[config.mk]
export PLATFORM = sky130hd
export DESIGN_NAME = fabric_config_source_arbiter
export DESIGN_NICKNAME = d
export VERILOG_FILES = /design/src/rtl/fabric_config_source_arbiter.sv
export SDC_FILE = /design/constraint.sdc
export NUM_CORES = 1
export LEC_CHECK = 0
export BUFFER_PORTS_ARGS = -buffer_cell sky130_fd_sc_hd__buf_4
export CORE_MARGIN = 1.5
export CORE_UTILIZATION = 48
export CTS_CLUSTER_SIZE = 24
export DETAILED_ROUTE_END_ITERATION = 12
export GPL_TIMING_DRIVEN = 0
export PLACE_DENSITY = 0.82
export RECOVER_POWER = 100
export SLEW_MARGIN = 15
export SYNTH_ARGS = -nofsm -noshare
export SYNTH_HDL_FRONTEND = slang
export SYNTH_SLANG_ARGS = --single-unit
export TNS_END_PERCENT = 50
[constraint.sdc]
create_clock -name clk_i -period 2.6 [get_ports clk_i]
set_input_delay 0.52 -clock clk_i [delete_from_list [all_inputs] [get_ports clk_i]]
set_output_delay 0.52 -clock clk_i [all_outputs]
set_load 0.1 [all_outputs]
[src/rtl/fabric_config_source_arbiter.sv]
// Bitstream source arbiter: synchronises the mode pad, latches the active
// source, issues start pulses to controller-type sources, forwards the active
// source's words to fabric_config with one cycle of latency, counts words and
// aborts stalled loads with a timeout.
module fabric_config_source_arbiter #(
  parameter int                     NUM_SOURCES     = 2,
  parameter int                     DATA_WIDTH      = 32,
  parameter int                     SLOT_WIDTH      = 4,
  parameter int                     SYNC_STAGES     = 2,
  parameter logic [NUM_SOURCES-1:0] CONTROLLER_MASK = 'b01,
  parameter int unsigned            TIMEOUT_CYCLES  = 65535,
  localparam int                    SRC_W           = (NUM_SOURCES > 1) ? $clog2(NUM_SOURCES) : 1
) (
  input  logic                              clk_i,
  input  logic                              rst_ni,
  input  logic [SRC_W-1:0]                  mode_i,
  input  logic [NUM_SOURCES*DATA_WIDTH-1:0] src_data_i,
  input  logic [NUM_SOURCES-1:0]            src_valid_i,
  output logic [NUM_SOURCES-1:0]            src_enable_o,
  output logic                              start_o,
  output logic [SLOT_WIDTH-1:0]             slot_o,
  input  logic                              ctrl_busy_i,
  input  logic                              config_busy_i,
  input  logic                              warmboot_boot_i,
  input  logic [SLOT_WIDTH-1:0]             warmboot_slot_i,
  output logic [DATA_WIDTH-1:0]             bitstream_data_o,
  output logic                              bitstream_valid_o,
  output logic [SRC_W-1:0]                  active_src_o,
  output logic [31:0]                       word_count_o,
  output logic                              busy_o,
  output logic                              timeout_o
);

  localparam int SYNC_N = (SYNC_STAGES < 2) ? 2 : SYNC_STAGES;

  typedef enum logic [1:0] {BOOT, IDLE, LOAD, ERROR} state_t;

  state_t                  state, state_next;
  logic [SRC_W-1:0]        sync_q [SYNC_N];
  logic [SRC_W-1:0]        mode_sync, mode_sel, cur_src;
  logic [DATA_WIDTH-1:0]   sel_data_p0;
  logic                    sel_vld_p0, sel_ctrl;
  logic [NUM_SOURCES-1:0]  onehot_sel;
  logic                    wb_ok, fwd, start_go, clr_count, set_tmo, clr_tmo, tmo_hit;
  logic [SLOT_WIDTH-1:0]   slot_next;
  logic [31:0]             tcnt, tcnt_inc;

  function automatic logic [31:0] sat_inc(input logic [31:0] v);
    return (v == '1) ? v : v + 32'd1;
  endfunction

  // Out-of-range mode requests fall back to source 0. The source is frozen
  // during a load; elsewhere the freshly synchronised request is used so the
  // decision made this cycle matches the source being latched.
  assign mode_sync = sync_q[SYNC_N-1];
  assign mode_sel  = (int'(mode_sync) >= NUM_SOURCES) ? '0 : mode_sync;
  assign cur_src   = (state == LOAD) ? active_src_o : mode_sel;

  // Mode pad synchroniser; BOOT therefore always sees its reset value (source 0).
  always_ff @(posedge clk_i or negedge rst_ni) begin
    if (!rst_ni) begin
      for (int i = 0; i < SYNC_N; i++) sync_q[i] <= '0;
    end else begin
      sync_q[0] <= mode_i;
      for (int i = 1; i < SYNC_N; i++) sync_q[i] <= sync_q[i-1];
    end
  end

  // Stage p0: pick the word, valid and controller flag of the current source.
  always_comb begin
    sel_data_p0 = '0;
    sel_vld_p0  = 1'b0;
    sel_ctrl    = 1'b0;
    onehot_sel  = '0;
    for (int i = 0; i < NUM_SOURCES; i++) begin
      if (cur_src == SRC_W'(i)) begin
        sel_data_p0 = src_data_i[i*DATA_WIDTH +: DATA_WIDTH];
        sel_vld_p0  = src_valid_i[i];
        sel_ctrl    = CONTROLLER_MASK[i];
      end
      onehot_sel[i] = (mode_sel == SRC_W'(i));
    end
  end

  // Next-state and per-cycle control decisions.
  always_comb begin
    state_next = state;
    fwd        = 1'b0;
    start_go   = 1'b0;
    slot_next  = '0;
    clr_count  = 1'b0;
    set_tmo    = 1'b0;
    clr_tmo    = 1'b0;
    wb_ok      = warmboot_boot_i && !config_busy_i && !ctrl_busy_i;
    tcnt_inc   = tcnt + 32'd1;
    tmo_hit    = (TIMEOUT_CYCLES != 0) && (tcnt_inc == TIMEOUT_CYCLES);
    case (state)
      BOOT: begin
        if (sel_ctrl) begin
          start_go   = 1'b1;
          clr_count  = 1'b1;
          state_next = LOAD;
        end else begin
          state_next = IDLE;
        end
      end
      IDLE: begin
        if (sel_ctrl) begin
          if (wb_ok) begin
            start_go   = 1'b1;
            slot_next  = warmboot_slot_i;
            clr_count  = 1'b1;
            state_next = LOAD;
          end
        end else if (sel_vld_p0) begin
          fwd        = 1'b1;
          clr_count  = 1'b1;
          state_next = LOAD;
        end
      end
      LOAD: begin
        if (sel_vld_p0) begin
          fwd = 1'b1;
        end else if ((word_count_o != 32'd0) && !ctrl_busy_i && !config_busy_i) begin
          state_next = IDLE;
        end else if (tmo_hit) begin
          set_tmo    = 1'b1;
          state_next = ERROR;
        end
      end
      ERROR: begin
        if (sel_ctrl && wb_ok) begin
          start_go   = 1'b1;
          slot_next  = warmboot_slot_i;
          clr_count  = 1'b1;
          clr_tmo    = 1'b1;
          state_next = LOAD;
        end
      end
      default: state_next = BOOT;
    endcase
  end

  // State register.
  always_ff @(posedge clk_i or negedge rst_ni) begin
    if (!rst_ni) state <= BOOT;
    else         state <= state_next;
  end

  // Control outputs: source latch, start/slot pulse, busy and sticky timeout.
  always_ff @(posedge clk_i or negedge rst_ni) begin
    if (!rst_ni) begin
      active_src_o <= '0;
      src_enable_o <= '0;
      start_o      <= 1'b0;
      slot_o       <= '0;
      busy_o       <= 1'b0;
      timeout_o    <= 1'b0;
    end else begin
      if (state != LOAD) begin
        active_src_o <= mode_sel;
        src_enable_o <= onehot_sel;
      end
      start_o <= start_go;
      slot_o  <= slot_next;
      busy_o  <= (state_next == LOAD) || (state_next == BOOT);
      if (set_tmo)      timeout_o <= 1'b1;
      else if (clr_tmo) timeout_o <= 1'b0;
    end
  end

  // Idle-cycle counter: held at zero outside LOAD and on each forwarded word.
  always_ff @(posedge clk_i or negedge rst_ni) begin
    if (!rst_ni)                       tcnt <= '0;
    else if (state != LOAD || fwd)     tcnt <= '0;
    else if (TIMEOUT_CYCLES != 0)      tcnt <= tcnt_inc;
  end

  // Stage p1: registered word, valid and saturating word count.
  always_ff @(posedge clk_i or negedge rst_ni) begin
    if (!rst_ni) begin
      bitstream_data_o  <= '0;
      bitstream_valid_o <= 1'b0;
      word_count_o      <= '0;
    end else begin
      bitstream_valid_o <= fwd;
      if (fwd) bitstream_data_o <= sel_data_p0;
      if (clr_count) word_count_o <= {31'd0, fwd};
      else if (fwd)  word_count_o <= sat_inc(word_count_o);
    end
  end

endmodule

**Word level (Yosys, flattened, before mapping)**

Cells that the tools add are included.

- Input port bits: 76
- Output and inout port bits: 75
- Flip-flop bits (word level): 111

- Mux-type cells: 37
- Equality and inequality tests: 8
- $add $sub $neg: 2
- Reduce and logical (&&, ||, !) cells: 15
- Bitwise logic cells: 1

Operator list:

| kind | count |
|---|---|
| $mux W32 | 5 |
| $add A32 B1 Y32 const B | 2 |
| $eq A32 B16 Y1 const B | 1 |
| $eq A32 B32 Y1 const B | 1 |
| $reduce_bool A32 Y1 | 1 |
| $mux W1 | 16 |
| $mux W2 | 8 |
| $mux W4 | 3 |
| $pmux W2 S4 | 1 |
| $pmux W4 S2 | 1 |
| $eq A2 B2 Y1 const B | 3 |
| $pmux W1 S3 | 2 |
| $logic_and A1 B1 Y1 | 5 |
| $logic_not A2 Y1 | 2 |
| $ne A2 B2 Y1 const B | 2 |
| $reduce_bool A2 Y1 | 2 |
| $eq A2 B1 Y1 const B | 1 |
| $logic_not A1 Y1 | 2 |
| $logic_or A1 B1 Y1 | 2 |
| $pmux W1 S2 | 1 |
| $reduce_and A2 Y1 | 1 |
| $not A1 Y1 | 1 |

**Longest topological paths before layout**

- Depth in word-level cells: 8
- Depth in mapped cells: 13

**Worst setup path after synthesis**

Ideal clock, no wire load.

- Path kind: reg2reg
- From: register word_count_o[11]
- To: register word_count_o[12]
- Data required time: 2468 ps
- Stages on the path, launching flop included: 11
- Clock period less this slack: 3074 ps
- Data arrival time: 2942 ps
- Setup slack: -474 ps
- Setup time: 132 ps
- Cell sequence: dfrtp_1 -> and4_1 -> and4_1 -> and4_1 -> clkbuf_1 -> nor2b_1 -> clkbuf_1 -> buf_1 -> nor3_1 -> xnor2_1 -> nor2_1

- Word-level cells in the longest chain between the ends: 4

Ends and longest elaborated chain:

| what | line | RTL |
|---|---|---|
| start: declaration | 29 | `output logic [31:0] word_count_o,` |
| start signal: assignment | 188 | `if (clr_count) word_count_o <= {31'd0, fwd};` |
| start signal: assignment | 189 | `else if (fwd) word_count_o <= sat_inc(word_count_o);` |
| $add A32 B1 Y32 | 49 | `return (v == '1) ? v : v + 32'd1;` |
| $mux W32 | 49 |  |
| $mux W32 | 189 |  |
| $mux W32 | 188 |  |

Parallel ways exist; a longest one is shown, timed or not. The select of a mux whose other input is x is not followed.
A chain may end at the register's enable or synchronous reset.

**Worst setup path after layout**

- From: register state[0]
- To: register state[1]

- Word-level cells in the longest chain between the ends: 6

Ends and longest elaborated chain:

| what | line | RTL |
|---|---|---|
| start: declaration | 38 | `state_t state, state_next;` |
| start signal: assignment | 147 | `else state <= state_next;` |
| $eq A2 B2 Y1 | 57, 97 |  |
| $mux W1 | 57 | `assign cur_src = (state == LOAD) ? active_src_o : mode_sel;` |
| $mux W1 | 76 | `if (cur_src == SRC_W'(i)) begin` |
| $mux W2 or $logic_and A1 B1 Y1 (tied branches) | 115, 132 |  |
| $mux W2, on equally long branches | 108, 132 |  |
| $pmux W2 S4 * | 97 | `case (state)` |
| named net state_next[1] | 38 |  |

The timed path passes the listed nets; every way through them passes the cells marked *.

==> impl_metrics.tcl <==
set metrics [dict create \
    outcome "completed" \
    setup_viol 0 \
    tightest_slew_ns 1.47 \
    layout_setup_ws_ns 0.0323 \
    holdWs_ns 0.290 \
    cp_max_fo 5 \
    critPathTopFamily "compound AO/OA/AOI/OAI gates" \
    die_area_um2 13100 \
    fill_cells 1006 \
    fmax_mhz 389 \
    post_layout_nonfiller_instances 1055 \
    grt_max_degree 111 \
    powerDensity_nw_per_um2 1060 \
    final_antenna_net_count 0 \
    rows 40 \
    synth_top_area_frac 0.462 \
    slew_headroom 0.0177 \
    postCtsHoldBufs 0 \
    cp-start-kind "flip-flop" \
    vias 5915 \
    clock_skew_ns 0.00628 \
    synth_ff_type "dfrtp_1" \
    final_layout_size_suffix_gt1_frac 0.256 \
    syn_inst 691 \
    insertion_delay_ns 0.36 \
    coreArea_um2 12100 \
    via_per_inst 5.61 \
    synthTopCellsByArea "dfrtp_1 46%, nor2_1 7.1%, nand2_1 6.7%" \
    power_switching_share 0.544 \
    seqPwrFrac 0.271 \
    power_frac_clock 0.182 \
    grt-ovfl-total 0 \
    die_w_um 114 \
    hold_viol_final 0 \
    crit_chain "inv_2 > ha_1 > buf_6 > mux2i_4 > clkbuf_1 > buf_4 > mux2i_2 > nand2_1 > a211o_1 > a311oi_1 > a21o_1 > a21oi_2" \
    drt-wirelength-per-cell_um 16.4 \
    antennaDiodeCount 0 \
    cp.arrival_ns 2.82 \
    pre_cts_slack_ns -0.751 \
    dp_hpwl_mm 11.5 \
    cts_sinks 110 \
    yosys.area.top_type "dfrtp_1" \
    rsz0062_at_grt "true" \
    maxCapViolCount 0 \
    fin_tns_setup_ns 0 \
    remaining_drc_errors 0 \
    synth_area_per_cell_um2 8.62 \
    cpMaxStageDelayCell "dfrtp_1" \
    end_kind "flip-flop" \
    cts_buffer_depth 2 \
    cpPeakStageDelay_ns 0.40 \
    grt_use_total 0.254 \
    initial_utilization 0.494 \
    synthesis.nets 776 \
    fin_nets 967 \
    grt_pass1_vias 5262 \
    gp_congestion 0.877 \
    cts-root-buf "clkbuf_16" \
    period_minus_slack_ns 2.57 \
    design_area_um2 7980 \
    ys_ff_latch 110 \
    final_max_slew_viol_count 0 \
    ioPinCount 151 \
    p_int_w 0.00386 \
    antenna_found_initial 0 \
    yosysWarnings 0 \
    fin_crit_sh 0.988 \
    synth_edf_count 0 \
    syn_area_um2 5950 \
    place_area_um2 7380 \
    grt_pass1_wl_mm 26.2 \
    wirelength_mm 17.3 \
    switchingPower_w 0.00460 \
    yosysMostFrequentCell "nor2_1" \
    port_buffers 150 \
    seq_area_frac_synth 0.462 \
    async_flop_share 1.00 \
    cts_tree "built" \
    drt-initial-drc-count 515 \
    p_leak_nw 3.32 \
    htreeDepth 3 \
    path_buf_inv 4 \
    dpl.cell_count 1009 \
    synth.distinct_cells 53 \
    cts.clk_slew.worst_paths_ns 0.07 \
    dieHeight_um 114 \
    vdd_drop_max_v 0.000539 \
    worstSetupPathType "flip-flop to flip-flop" \
    drt-pass1-iter-count 6 \
    synth_common_cells "113 x nor2_1, 110 x dfrtp_1, 107 x nand2_1" \
    area_delta_synth_final_pct 34.0 \
    cts_buffers 9 \
    combinationalPowerShare 0.547 \
    worstHoldPathType "input port to flip-flop" \
    cp.required_ns 2.85 \
]
## registers in the layout, indices dropped and copies added (netlist names)
signal,cells
sync_q,1
busy_o,1
state,2
src_enable_o,2
bitstream_valid_o,1
tcnt,32
mode_sel,1
bitstream_data_o,32
slot_o,4
start_o,1
word_count_o,32
timeout_o,1
## per-layer routing
metal / track usage / part of all wire
met1: 0.333 / 0.42
met2: 0.427 / 0.50
met3: 0.0376 / 0.054
met4: 0.0942 / 0.026
met5: 0 / 0
## worst paths after layout
path	startpoint	endpoint	slack (ns)	cells after the start
max in group asynchronous	rst_ni	word_count_o[0]	0.98	1
max	state[0]	state[1]	0.03	12
max reg2reg	state[0]	state[1]	0.03	12
min reg2reg	sync_q[1]	mode_sel	0.35	0
min in group asynchronous	rst_ni	word_count_o[6]	0.54	1
min	mode_i	sync_q[1]	0.29	1
## placed cells by master, fill, tap and decap left out, drive strengths merged, types with 8 or more instances in the layout
cell type,instances
inv,12
and3,13
xnor2,34
buf,116
nand4,22
nor2,113
nand3,38
dfrtp,110
ha,9
nor4,15
xor2,22
and2,8
or3,8
clkbuf,113
nand2,107
a31oi,35
nor3,23
a21oi,15
o21ai,17
## cell type report
class                           instances  area (um2)  share of cell area
Multi-Input combinational cell        533        3280               0.411
Sequential cell                       110        2830               0.355
Timing Repair Buffer                  185        1100               0.138
Clock buffer                           12         256              0.0321
Tap cell                              168         210              0.0263
Buffer                                 32         170              0.0213
Clock inverter                          4        77.6             0.00972
Inverter                               11        48.8             0.00611
## power by group through the flow
stage | clock [W] | combinational (W) | sequential, W
floorplan | 0 | 0.00129 | 0.00447
global placement | 0 | 0.00453 | 0.00231
detailed placement | 0 | 0.00458 | 0.00233
CTS | 0.00156 | 0.00477 | 0.00230
global route | 0.00162 | 0.00487 | 0.00233
finish | 0.00154 | 0.00462 | 0.00230
## metrics by stage
step | power [W] | utilization
after floorplan | 0.00577 | -
after global placement | 0.00684 | 0.611
after detailed placement | 0.00690 | 0.612
after CTS | 0.00863 | 0.663
after global routing | 0.00881 | 0.662
final | 0.00846 | 0.662
## timing repair
| item | in CTS | in global routing |
|---|---|---|
| resized for setup | 41 | 41 |
| pin swaps | 12 | 19 |
| buffers inserted | 16 | 19 |
| endpoints found under the setup margin | 99 | 98 |
## kinds of logic after synthesis
logic type / synth area share
compound gates: 0.0952
xor+xnor: 0.0824
fa+ha+maj: 0.0189
buf+inv: 0.0317
flops: 0.462
mux: 0.0105
simple gates: 0.299
(Power assumes the default switching activity.)
